--- src/rtl/layer_ctrl_pkg.sv ---
// Shared types and sizing helpers for the layer sequencing controller.
package layer_ctrl_pkg;

    typedef enum logic [1:0] {
        IDLE  = 2'd0,
        RUN   = 2'd1,
        DRAIN = 2'd2,
        DONE  = 2'd3
    } state_t;

    function automatic int unsigned n_taps(input int unsigned chin, input int unsigned kdim);
        return kdim * kdim * chin;
    endfunction

    function automatic int unsigned n_pix(input int unsigned wout);
        return wout * wout;
    endfunction

    function automatic int unsigned tap_width(input int unsigned taps);
        return $clog2(taps);
    endfunction

    // One spare bit so a full pixel count is representable without aliasing.
    function automatic int unsigned pix_width(input int unsigned pix);
        return $clog2(pix) + 1;
    endfunction

endpackage

--- src/rtl/mod_counter.sv ---
// Modulo-MOD up counter with synchronous clear, enable and a wrap flag.
module mod_counter #(
    parameter int unsigned MOD = 2,
    parameter int unsigned W   = 1
) (
    input  logic         clk,
    input  logic         rst,
    input  logic         clr,
    input  logic         en,
    output logic [W-1:0] count,
    output logic         wrap_c
);

    localparam logic [W-1:0] LAST = W'(MOD - 1);

    // High on the enabled cycle that rolls the count back to zero.
    assign wrap_c = en && (count == LAST);

    always_ff @(posedge clk or posedge rst) begin
        if (rst) begin
            count <= '0;
        end else if (clr) begin
            count <= '0;
        end else if (en) begin
            count <= wrap_c ? '0 : count + W'(1);
        end
    end

endmodule

--- src/rtl/mac_layer_ctrl.sv ---
// Sequences one conv layer: walks weight ROM taps per output pixel and pulses MAC clear/sample.
module mac_layer_ctrl
    import layer_ctrl_pkg::*;
#(
    parameter  int unsigned CHIN       = 112,
    parameter  int unsigned KERNEL_DIM = 3,
    parameter  int unsigned WOUT       = 8,
    localparam int unsigned N_TAPS     = n_taps(CHIN, KERNEL_DIM),
    localparam int unsigned N_PIX      = n_pix(WOUT),
    localparam int unsigned AW         = tap_width(N_TAPS),
    localparam int unsigned PW         = pix_width(N_PIX)
) (
    input  logic          clk,
    input  logic          rst,
    input  logic          start,
    input  logic          ifm_valid,
    input  logic          ram_feedback,
    output logic          layer_en,
    output logic [AW-1:0] rom_addr,
    output logic          clr_pulse,
    output logic          sample,
    output logic [PW-1:0] pix_idx,
    output logic          busy,
    output logic          finish
);

    state_t        state;
    logic          drain_2nd;
    logic          accept_c;
    logic          tap_wrap_c;
    logic          pix_wrap_c;
    logic          cnt_clr_c;
    logic [PW-1:0] pix_cnt;
    logic [PW-1:0] clr_idx;

    assign accept_c  = (state == RUN) && ifm_valid;
    assign cnt_clr_c = (state == IDLE);

    // The tap counter is the ROM address itself, so the two can never diverge.
    mod_counter #(.MOD(N_TAPS), .W(AW)) u_tap_cnt (
        .clk    (clk),
        .rst    (rst),
        .clr    (cnt_clr_c),
        .en     (accept_c),
        .count  (rom_addr),
        .wrap_c (tap_wrap_c)
    );

    // Advances once per completed pixel; its wrap marks the last pixel of the layer.
    mod_counter #(.MOD(N_PIX), .W(PW)) u_pix_cnt (
        .clk    (clk),
        .rst    (rst),
        .clr    (cnt_clr_c),
        .en     (tap_wrap_c),
        .count  (pix_cnt),
        .wrap_c (pix_wrap_c)
    );

    always_ff @(posedge clk or posedge rst) begin
        if (rst) begin
            state     <= IDLE;
            drain_2nd <= 1'b0;
            layer_en  <= 1'b0;
            clr_pulse <= 1'b0;
            sample    <= 1'b0;
            clr_idx   <= '0;
            pix_idx   <= '0;
            busy      <= 1'b0;
            finish    <= 1'b0;
        end else begin
            layer_en  <= accept_c;
            clr_pulse <= tap_wrap_c;
            sample    <= clr_pulse;
            // Pixel number rides alongside clr_pulse, then lands on pix_idx with sample.
            if (tap_wrap_c) begin
                clr_idx <= pix_cnt;
            end
            if (clr_pulse) begin
                pix_idx <= clr_idx;
            end

            case (state)
                IDLE: begin
                    if (start) begin
                        state <= RUN;
                        busy  <= 1'b1;
                    end
                end
                RUN: begin
                    if (pix_wrap_c) begin
                        state     <= DRAIN;
                        drain_2nd <= 1'b0;
                    end
                end
                DRAIN: begin
                    // Two cycles: one for the last clr_pulse, one for the last sample.
                    if (drain_2nd) begin
                        state  <= DONE;
                        busy   <= 1'b0;
                        finish <= 1'b1;
                    end else begin
                        drain_2nd <= 1'b1;
                    end
                end
                DONE: begin
                    if (ram_feedback) begin
                        state  <= IDLE;
                        finish <= 1'b0;
                    end
                end
                default: begin
                    state  <= IDLE;
                    busy   <= 1'b0;
                    finish <= 1'b0;
                end
            endcase
        end
    end

endmodule
--- config.mk ---
export PLATFORM = sky130hd
export DESIGN_NAME = mac_layer_ctrl
export DESIGN_NICKNAME = d
export VERILOG_FILES = /design/src/rtl/layer_ctrl_pkg.sv /design/src/rtl/mod_counter.sv /design/src/rtl/mac_layer_ctrl.sv
export SDC_FILE = /design/constraint.sdc
export NUM_CORES = 1
export LEC_CHECK = 0
export CORE_ASPECT_RATIO = 1.75
export CORE_MARGIN = 2
export CORE_UTILIZATION = 45
export DETAILED_ROUTE_END_ITERATION = 10
export PLACE_DENSITY = 0.71
export RECOVER_POWER = 50
export SETUP_SLACK_MARGIN = 0.4
export SLEW_MARGIN = 20
export SYNTH_ARGS = -nofsm -noshare
export SYNTH_HDL_FRONTEND = slang
export SYNTH_SLANG_ARGS = --single-unit
--- constraint.sdc ---
create_clock -name clk -period 2.1 [get_ports clk]
set_input_delay 0.315 -clock clk [delete_from_list [all_inputs] [get_ports clk]]
set_output_delay 0.315 -clock clk [all_outputs]
set_load 0.01 [all_outputs]
==> metrics.cfg <==
[layout]
n_fill_cell=305
n_antenna_cell=0
final_cells=278
multi_input_area_um2=886
stdcell_area_um2=2520
drive_above_1_share=0.270
area_delta_synth_final_pct=39.6
seq_area_um2=976
nNetsFinal=240
final_util=0.653

[logic_synthesis]
synth_area_leaders=dfrtp_1 54%, nand2_1 7.1%, mux2_2 4.4%
synth_top_area_share=0.540
synth_cell_types=32
synth.most_common_cell=dfrtp_1
synth-seq-area-share=0.540
syn-num-nets=189
synth_warnings=0
ys.flop_type=dfrtp_1
syn_inst=178
synth_edf_count=0
synth_area_um2=1810
avgSynthCellArea_um2=10.2
synth_top_cell_by_area=dfrtp_1
ys_seq_elements=39
synth_common_cells=39 x dfrtp_1, 34 x nand2_1, 9 x a21oi_1, 9 x inv_1, 9 x nor2_1
synth_async_sr_flop_share=1.00

[place]
place_congestion=0.852
placed_cells=256
post_dp_cell_area_um2=2200
port_buffers=26
post-place-ws_ns=-0.0580
hpwl_mm=2.63

[timing]
min_period_ns=1.89
fin_skew_ns=0.00937
fmax_mhz=529
hold_violations=0
relSlewSlack=0.373
setup_ws_ns=0.211
grt_setup_unrepaired=true
finalCritPeriodShare=0.900
tightest_slew_ns=0.940
final_max_slew_viol_count=0
finalSetupViolations=0
timing.hold.ws_ns=0.469

[worst_hold_path]
holdPathStages=2
min_from=clr_idx[6]
hold_path.class=reg -> reg

[critical_path]
crit_start=u_tap_cnt.count[4]
reg2reg_from=u_tap_cnt.count[4]
worstPathArrival_ns=2.11
path_class=reg -> reg
worstSetupStartpointType=flip-flop
cp-end-kind=flip-flop
crit_required_ns=2.32
crit_fanout=7
reg2reg_depth=5

[clock_tree]
cts_tree=done
path_clk_slew_ns=0.08
numCtsBuffers=5
clockBufferDepth=2
cts_hold_buf=0
h-tree-depth=2
cts-root-buf=clkbuf_8
clock_latency_ns=0.29
clock_sinks=39

[grt]
grt-ovfl-total=0
grt_usage=0.194
grt_pass1_vias=1501
antenna_found_initial=0
grt_max_degree=40
grt_pass1_wl_mm=6.69

[die]
fp.dieW_um=51.9
rows=30
initial_core_util=0.468
dieArea_um2=4560
coreArea_um2=3870
io_pins=27
die_y_um=87.9

[drt]
firstDrtPassIters=4
drtAntennaViolNets=0
drt-wirelength-per-cell_um=14.6
first_iter_violations=56
drcViolationCount=0
vias=1498
wl_mm=4.07
via_per_inst=5.39

[status]
status=finished, final reports clean

[job]
cap_violations=0

[power]
peakVddDrop_mv=0.600
pwr_density_cell_nw_per_um2=787
p_leak_nw=1.16

==> stage by stage <==
stage / power (mW) / TNS [ns]
2_1_floorplan: 1.09 / 0
6_report: 1.99 / 0
3_5_place_dp: 1.29 / -0.302
3_3_place_gp: 1.28 / -0.00600
5_1_grt: 2.08 / 0
4_1_cts: 1.97 / 0
==> path summary, 6_finish.rpt <==
path	slack [ns]	to
max in group asynchronous	0.77	clr_idx[3]
min	0.47	clr_idx[6]
max	0.21	u_pix_cnt.count[4]
min reg2reg	0.47	clr_idx[6]
min in group asynchronous	0.74	layer_en
max reg2reg	0.21	u_pix_cnt.count[4]
==> worst max-delay path, cell delays in order, from the launching register on <==
cell	delay, ns
dfrtp_1	0.41
nand4b_1	0.21
or4_4	0.59
buf_6	0.17
or3_1	0.33
a21oi_2	0.12
==> cells in the final DEF (no fill, tap or decap), types with 2 or more instances in the layout <==
cell type        Yosys  final
nor3_1               6      4
nand2_1             34     34
a22o_1               3      3
or4_4                1      2
nand2b_1             3      2
clkbuf_8             0      6
o41ai_1              3      3
nand3_1              6      6
buf_6                0      3
a21oi_2              0      3
mux2i_1              2      2
nor2_1               9      9
a21oi_1              9      5
o21ai_0              4      2
buf_4                0     19
ha_1                 6      3
clkdlybuf4s50_1      0     24
mux2_2               7      7
inv_1                9      7
a31oi_1              4      3
or2_2                2      2
nor2b_1              3      3
ha_4                 0      2
or3_1                5      4
xnor2_1              6      6
dfrtp_1             39     39
==> logic make-up (layout without fill, tap and decap cells) <==
kind of cell             after synthesis  after routing  synth area share
XOR/XNOR                               7              7            0.0339
AO/OA/AOI/OAI                         25             25            0.0879
buffers and inverters                 15             67            0.0325
adder cells (fa/ha/maj)                6              6            0.0415
AND/OR/NAND/NOR                       77             77             0.210
flip-flops                            39             39             0.540
multiplexers                           9              9            0.0547
==> state kept, by name, indices dropped and copies added (netlist names) <==
signal           count
clr_pulse            1
layer_en             1
pix_idx              7
state                2
finish               1
clr_idx              7
u_pix_cnt.count      7
sample               1
drain_2nd            1
u_tap_cnt.count     10
busy                 1
==> what timing repair did <==
action,CTS,global route
resized for setup,18,10
setup buffers,9,4
cloned,0,1
pin swaps,7,5
endpoints found under the setup margin,28,28
==> area by class of cell <==
class / count / share of cell area
Tap cell: 48 / 0.0238
Clock buffer: 6 / 0.0327
Clock inverter: 2 / 0.0139
Sequential cell: 39 / 0.387
Multi-Input combinational cell: 124 / 0.351
Inverter: 9 / 0.0144
Timing Repair Buffer: 50 / 0.177
==> layer usage <==
| metal | track usage | wire length [µm] | part of all wire | up-vias |
|---|---|---|---|---|
| met5 | 0 | 0 | 0 | - |
| met4 | 0.0766 | 70 | 0.017 | 0 |
| met3 | 0.0495 | 159 | 0.039 | 12 |
| met2 | 0.346 | 2290 | 0.56 | 39 |
| met1 | 0.213 | 1540 | 0.38 | 739 |
| li1 | - | - | - | 708 |
==> report_power, final <==
| part | switching (mW) | total, mW | internal (mW) |
|---|---|---|---|
| clock | 0.251 | 0.635 | 0.384 |
| combinational | 0.210 | 0.463 | 0.253 |
| sequential | 0.0726 | 0.888 | 0.816 |
Note: power is estimated with default switching activity, not from simulation.
